`config.mk`:
```
export PLATFORM = sky130hd
export DESIGN_NAME = bitwise_sequencer
export DESIGN_NICKNAME = d
export VERILOG_FILES = /design/src/rtl/instructions.sv /design/src/rtl/types.sv /design/src/rtl/Bitwise.sv /design/src/rtl/bitwise_sequencer.sv
export SDC_FILE = /design/constraint.sdc
export NUM_CORES = 1
export LEC_CHECK = 0
export ABC_AREA = 1
export CAP_MARGIN = 20
export CORE_ASPECT_RATIO = 0.75
export CORE_MARGIN = 5
export CORE_UTILIZATION = 28
export DETAILED_ROUTE_END_ITERATION = 10
export DONT_BUFFER_PORTS = 1
export GPL_ROUTABILITY_DRIVEN = 0
export PLACE_DENSITY = 0.37
export SLEW_MARGIN = 30
export SYNTH_ARGS = -nofsm -noshare
export SYNTH_HDL_FRONTEND = slang
export SYNTH_SLANG_ARGS = --single-unit
```
`constraint.sdc`:
```
create_clock -name clk -period 5.57 [get_ports clk]
set_input_delay 1.3925 -clock clk [delete_from_list [all_inputs] [get_ports clk]]
set_output_delay 1.3925 -clock clk [all_outputs]
set_load 0.02 [all_outputs]
```
`src/rtl/instructions.sv`:
```
// Opcode set for the bitwise unit plus opcode classification helpers.
package instructions;

    typedef enum logic [3:0] {
        NOP    = 4'd0,
        AND    = 4'd1,
        OR     = 4'd2,
        XOR    = 4'd3,
        NOT    = 4'd4,
        FLIP   = 4'd5,
        SHIFTL = 4'd6,
        SHIFTR = 4'd7,
        ROLL   = 4'd8,
        ROLR   = 4'd9,
        ADD    = 4'd10
    } opcode_t;

    // Shift/rotate ops: one bit position per Bitwise pass.
    function automatic logic is_multistep(opcode_t op);
        return op inside {SHIFTL, SHIFTR, ROLL, ROLR};
    endfunction

    function automatic logic is_logical(opcode_t op);
        return op inside {AND, OR, XOR, NOT, FLIP};
    endfunction

endpackage

```
`src/rtl/types.sv`:
```
// Shared datapath types: operand word, operand-size flags and sequencer states.
package types;

    localparam int unsigned ULONG_W = 64;

    typedef logic [ULONG_W-1:0] ulong_t;

    typedef enum logic [1:0] {
        BITS_8  = 2'd0,
        BITS_16 = 2'd1,
        BITS_32 = 2'd2,
        BITS_64 = 2'd3
    } sizeFlags_t;

    typedef enum logic [1:0] {
        IDLE = 2'd0,
        RUN  = 2'd1,
        DONE = 2'd2
    } bitseq_state_t;

endpackage

```
`src/rtl/Bitwise.sv`:
```
// Single-pass bitwise unit: logical ops, or a one-position shift/rotate when b is nonzero.
// Results are confined to the selected operand width; upper bits come out zero.
module Bitwise
    import types::*;
    import instructions::*;
(
    input  opcode_t    op,
    input  sizeFlags_t size,
    input  ulong_t     a,
    input  ulong_t     b,
    input  logic       carryIn,
    input  logic       useCarry,
    output ulong_t     result,
    output logic       carry
);

    ulong_t     mask;
    ulong_t     am;
    ulong_t     rev;
    logic [5:0] msbIdx;
    logic       msb;
    logic       lsb;
    logic       fill;
    logic       doShift;

    always_comb begin
        mask   = 64'h0000_0000_0000_00FF;
        msbIdx = 6'd7;
        case (size)
            BITS_8:  begin mask = 64'h0000_0000_0000_00FF; msbIdx = 6'd7;  end
            BITS_16: begin mask = 64'h0000_0000_0000_FFFF; msbIdx = 6'd15; end
            BITS_32: begin mask = 64'h0000_0000_FFFF_FFFF; msbIdx = 6'd31; end
            default: begin mask = 64'hFFFF_FFFF_FFFF_FFFF; msbIdx = 6'd63; end
        endcase

        am      = a & mask;
        rev     = {<<{am}};
        msb     = a[msbIdx];
        lsb     = a[0];
        doShift = (b != '0);
        fill    = 1'b0;
        result  = am;
        carry   = carryIn;

        case (op)
            AND:  result = a & b & mask;
            OR:   result = (a | b) & mask;
            XOR:  result = (a ^ b) & mask;
            NOT:  result = ~a & mask;
            FLIP: result = rev >> (6'd63 - msbIdx);
            SHIFTL, ROLL: if (doShift) begin
                fill   = useCarry ? carryIn : ((op == ROLL) ? msb : 1'b0);
                result = ((am << 1) & mask) | {63'd0, fill};
                carry  = msb;
            end
            SHIFTR, ROLR: if (doShift) begin
                fill   = useCarry ? carryIn : ((op == ROLR) ? lsb : 1'b0);
                result = (am >> 1) | (ULONG_W'(fill) << msbIdx);
                carry  = lsb;
            end
            default: ;
        endcase
    end

endmodule

```
`src/rtl/bitwise_sequencer.sv`:
```
// Multi-cycle controller around one Bitwise unit: repeats single-bit shift/rotate
// passes with the result and carry fed back, and passes logical ops through in one step.
module bitwise_sequencer
    import types::*;
    import instructions::*;
#(
    parameter int unsigned STEP_W = 6
) (
    input  logic              clk,
    input  logic              rst_n,
    input  logic              flush,
    input  logic              req_valid,
    output logic              req_ready,
    input  opcode_t           req_op,
    input  sizeFlags_t        req_size,
    input  logic              req_use_carry,
    input  logic              req_carry_in,
    input  ulong_t            req_a,
    input  ulong_t            req_b,
    input  logic [STEP_W-1:0] req_count,
    output logic              rsp_valid,
    input  logic              rsp_ready,
    output ulong_t            rsp_result,
    output logic              rsp_carry,
    output logic              busy
);

    bitseq_state_t     state, nextState;
    opcode_t           opReg, opNext;
    sizeFlags_t        sizeReg, sizeNext;
    logic              useCarryReg, useCarryNext;
    ulong_t            acc, accNext;
    logic              cy, cyNext;
    ulong_t            bReg, bRegNext;
    logic [STEP_W-1:0] remaining, remainingNext;
    logic [STEP_W-1:0] stepK;
    ulong_t            bOperand;
    ulong_t            bwResult;
    logic              bwCarry;

    assign bOperand   = is_multistep(opReg) ? ULONG_W'(1) : bReg;
    assign rsp_result = acc;
    assign rsp_carry  = cy;

    Bitwise uBitwise (
        .op       (opReg),
        .size     (sizeReg),
        .a        (acc),
        .b        (bOperand),
        .carryIn  (cy),
        .useCarry (useCarryReg),
        .result   (bwResult),
        .carry    (bwCarry)
    );

    // State and datapath registers.
    always_ff @(posedge clk or negedge rst_n) begin
        if (!rst_n) begin
            state       <= IDLE;
            opReg       <= NOP;
            sizeReg     <= BITS_8;
            useCarryReg <= 1'b0;
            acc         <= '0;
            cy          <= 1'b0;
            bReg        <= '0;
            remaining   <= '0;
        end else begin
            state       <= nextState;
            opReg       <= opNext;
            sizeReg     <= sizeNext;
            useCarryReg <= useCarryNext;
            acc         <= accNext;
            cy          <= cyNext;
            bReg        <= bRegNext;
            remaining   <= remainingNext;
        end
    end

    // Next-state, datapath updates and state-decoded handshake outputs.
    always_comb begin
        nextState     = state;
        opNext        = opReg;
        sizeNext      = sizeReg;
        useCarryNext  = useCarryReg;
        accNext       = acc;
        cyNext        = cy;
        bRegNext      = bReg;
        remainingNext = remaining;
        req_ready     = 1'b0;
        rsp_valid     = 1'b0;
        busy          = (state != IDLE);

        if (is_multistep(req_op)) begin
            stepK = req_count;
        end else if (is_logical(req_op)) begin
            stepK = STEP_W'(1);
        end else begin
            stepK = '0;
        end

        case (state)
            IDLE: begin
                req_ready = !flush;
                if (req_valid && !flush) begin
                    opNext       = req_op;
                    sizeNext     = req_size;
                    useCarryNext = req_use_carry;
                    accNext      = req_a;
                    cyNext       = req_carry_in;
                    bRegNext     = req_b;
                    if (stepK == '0) begin
                        nextState = DONE;
                    end else begin
                        remainingNext = stepK;
                        nextState     = RUN;
                    end
                end
            end
            RUN: begin
                accNext       = bwResult;
                cyNext        = bwCarry;
                remainingNext = remaining - STEP_W'(1);
                if (remaining == STEP_W'(1)) begin
                    nextState = DONE;
                end
            end
            DONE: begin
                rsp_valid = 1'b1;
                if (rsp_ready) begin
                    nextState = IDLE;
                end
            end
            default: nextState = IDLE;
        endcase

        // An abort freezes the datapath and drops any pending response.
        if (flush) begin
            nextState     = IDLE;
            accNext       = acc;
            cyNext        = cy;
            remainingNext = remaining;
        end
    end

endmodule
```
==> impl_metrics.toml <==
[timing]
rsz0062_at_grt = "no"
fin_crit_sh_pct = 66.35
hold_violations = 0
setup_viol = 0
fin_crit_ps = 3696
fmax_mhz = 270.6
hold-worst-slack_ps = 524.1
tightest_slew_ps = 1029
fin_skew_ps = 11.92
slew-limit-headroom_pct = 31.31
finalMaxSlewViolations = 0
tns_ps = 0

[critical_path]
worstReg2RegStart = "opReg[0]"
worst_setup_path_end_kind = "register"
ff2ff_path_depth = 14
cp.arrival_ps = 4050
r2r_setup_slack_ps = 1870
endpoint = "rsp_result[26]"
worstReg2RegEnd = "rsp_result[26]"
critPathLaunchType = "register"
crit_start = "opReg[0]"
cp_data_required_time_ps = 5930
crit_type = "reg -> reg"
crit_fanout = 28

[clock_network]
clockBufferDepth = 2
cts_setup_buffers = 0
clock-sinks = 144
tritoncts = "yes"
holdBufCountCts = 0
clk_latency_ps = 480
cts_resized = 0
htree_num_levels = 4
clkTransAtPathRegs_ps = 70
cts-buffers-inserted = 17
root_buffer = "clkbuf_16"

[routing]
vias_per_cell = 5.230
route.detailed.drc = 0
wl_met1_mm = 31.55
ant_nets = 0
dr.first_iter.drc_count = 1248
totalWireLength_mm = 66.23
top_layer = "met5"
vias = 14370
drt-pass1-iter-count = 6
routed-wl-met3_mm = 4.221
dr_wl_met2_mm = 29.32
avgRoutedWirePerCell_um = 24.11

[power]
clockPowerShare_pct = 15.5
p_switching_uw = 4520
powerDensity_mw_per_mm2 = 521.7
seq_power_share_pct = 27.9
p_int_uw = 3452
p_leak_uw = 0.007616
sw_frac_of_total_pct = 56.70
pwr-share-comb_pct = 56.6
vdd_ir_drop_max_v = 0.0001967

[yosys]
yosys.area.top_type = "dfrtp_1"
synthCells = 2155
syn_nets = 2432
synth_area_sq_mm = 0.01407
synth-main-ff-cell = "dfrtp_1"
synth.ff_latch_count = 144
async_reset_ff_share_pct = 100.0
ys_types = 36
yosysMostFrequentCell = "nand2_1"
synth_edf_count = 0
yosys-top-cells-count = "601 x nand2_1, 303 x inv_1, 197 x a21oi_1"
yosys-top-cells-area = "dfrtp_1 26%, nand2_1 16%, ha_1 12%"
yosysWarnings = 0
avgSynthCellArea_sq_um = 6.530
synth_top_area_share_pct = 25.61
seq_area_frac_synth_pct = 25.61

[placement]
io_buffers = 0
dp_hpwl_mm = 49.25
dp.cells = 2713

[global_routing]
overflow = 0
antenna_found_initial = 3
grt_max_degree = 145
grt_pass1_vias = 14000
grt_pass1_wl_mm = 97.70
grt_usage_pct = 23.87

[floorplan]
core_sq_mm = 0.04993
rows = 71
die_h_um = 204.2
start_util_pct = 28.19
io_pins = 215
die_area_sq_mm = 0.05489
dieWidth_um = 268.9

[finish]
area_growth_pct = 8.571
final_cell_count_no_fill = 2747
final_layout_size_suffix_gt1_share_pct = 7.759
fin_nets = 2352

[min_path]
hp-class = "reg -> reg"

[outcome]
status = "finished clean"

[job]
maxCapViolations = 0
==> worst max-delay path: stages, from the launching register on <==
cell and delay (ps):
dfrtp_2 400, buf_4 260, nor2_1 210, nand2_1 90
buf_4 230, o21ai_2 80, buf_4 350, nor2_1 70
nand2_1 680, buf_4 420, o221ai_1 270, a21oi_1 200
nand3_1 90, nand2_1 100, a21oi_1 70
==> cell usage in the layout, fill, tap and decap left out, types with 2 or more instances in the layout <==
master and count:
nand2_1 597, inv_1 300, a21oi_1 197, nor2_1 165
dfrtp_1 143, ha_1 130, o21ai_0 117, nand3_1 73
mux2_2 63, o211ai_1 56, buf_4 30, nand4_1 26
nor3_1 24, o221ai_1 20, o21a_1 20, o2111ai_1 20
clkbuf_16 17, o22ai_1 12, inv_2 7, o31ai_1 7
a22oi_1 7, nand2_2 5, nor2_4 5, nor2_2 5
inv_6 5, or2_2 4, a211oi_1 4, inv_8 4
nand3_2 3, clkinv_4 3, diode_2 2, nand2_4 2
clkinv_1 2, clkinv_2 2, a31oi_1 2, buf_12 2
==> final cells by class <==
class	count	area [sq um]
Fill cell	5615	34650
Multi-Input combinational cell	1569	8797
Sequential cell	144	3605
Inverter	310	1165
Tap cell	657	822.0
Clock buffer	17	425.4
Timing Repair Buffer	33	292.8
Clock inverter	15	166.4
Antenna cell	2	5.005
==> kinds of logic (layout without fill, tap and decap cells) <==
kind of cell	after synthesis	in the layout	share of synthesized area [%]
XOR/XNOR	1	1	0.06225
buffers and inverters	442	375	12.31
other	0	2	0
multiplexers	63	63	5.041
flip-flops	144	144	25.61
AO/OA/AOI/OAI	465	465	19.48
AND/OR/NAND/NOR	910	910	25.94
adder cells (fa/ha/maj)	130	130	11.56
==> metrics by stage <==
stage,worst slack [ps],utilization (%),total power (uW),instance area (sq um)
2_1_floorplan,2463,-,4996,14070
3_3_place_gp,1893,29.35,6680,14650
3_5_place_dp,1856,29.41,6729,14680
4_1_cts,1869,30.59,8003,15270
5_1_grt,1627,30.60,8654,15280
6_report,1874,30.60,7971,15280
==> power groups by stage <==
| stage | Clock [uW] | Combinational (uW) | Sequential [uW] |
|---|---|---|---|
| final | 1240 | 4510 | 2230 |
| after global routing | 1310 | 5060 | 2290 |
| after CTS | 1270 | 4500 | 2240 |
| after detailed placement | 0 | 4470 | 2260 |
| after global placement | 0 | 4430 | 2250 |
| after floorplan | 0 | 3060 | 1940 |
==> routing by layer <==
layer  vias to the layer above  track usage, %
met2                       452           36.70
met3                        58           4.718
met5                         -               0
met1                      6987           34.71
met4                         2           5.203
li1                       6868               -
==> worst min path at each step <==
stage	endpoint	from	cells after the start	slack (ps)
2_1_floorplan	remaining[4]	remaining[4]	1	470
3_3_place_gp	remaining[4]	remaining[4]	1	500
3_5_place_dp	remaining[4]	remaining[4]	1	500
4_1_cts	remaining[4]	remaining[4]	1	530
5_1_grt	remaining[4]	remaining[4]	1	550
6_report	remaining[4]	remaining[4]	1	520
==> flip-flops by register name, indices dropped and copies added (netlist names) <==
signal       flops
useCarryReg      1
rsp_result      64
opReg            4
bReg            64
rsp_carry        1
state            2
sizeReg          2
remaining        6
Note: power is estimated with default switching activity, not from simulation.
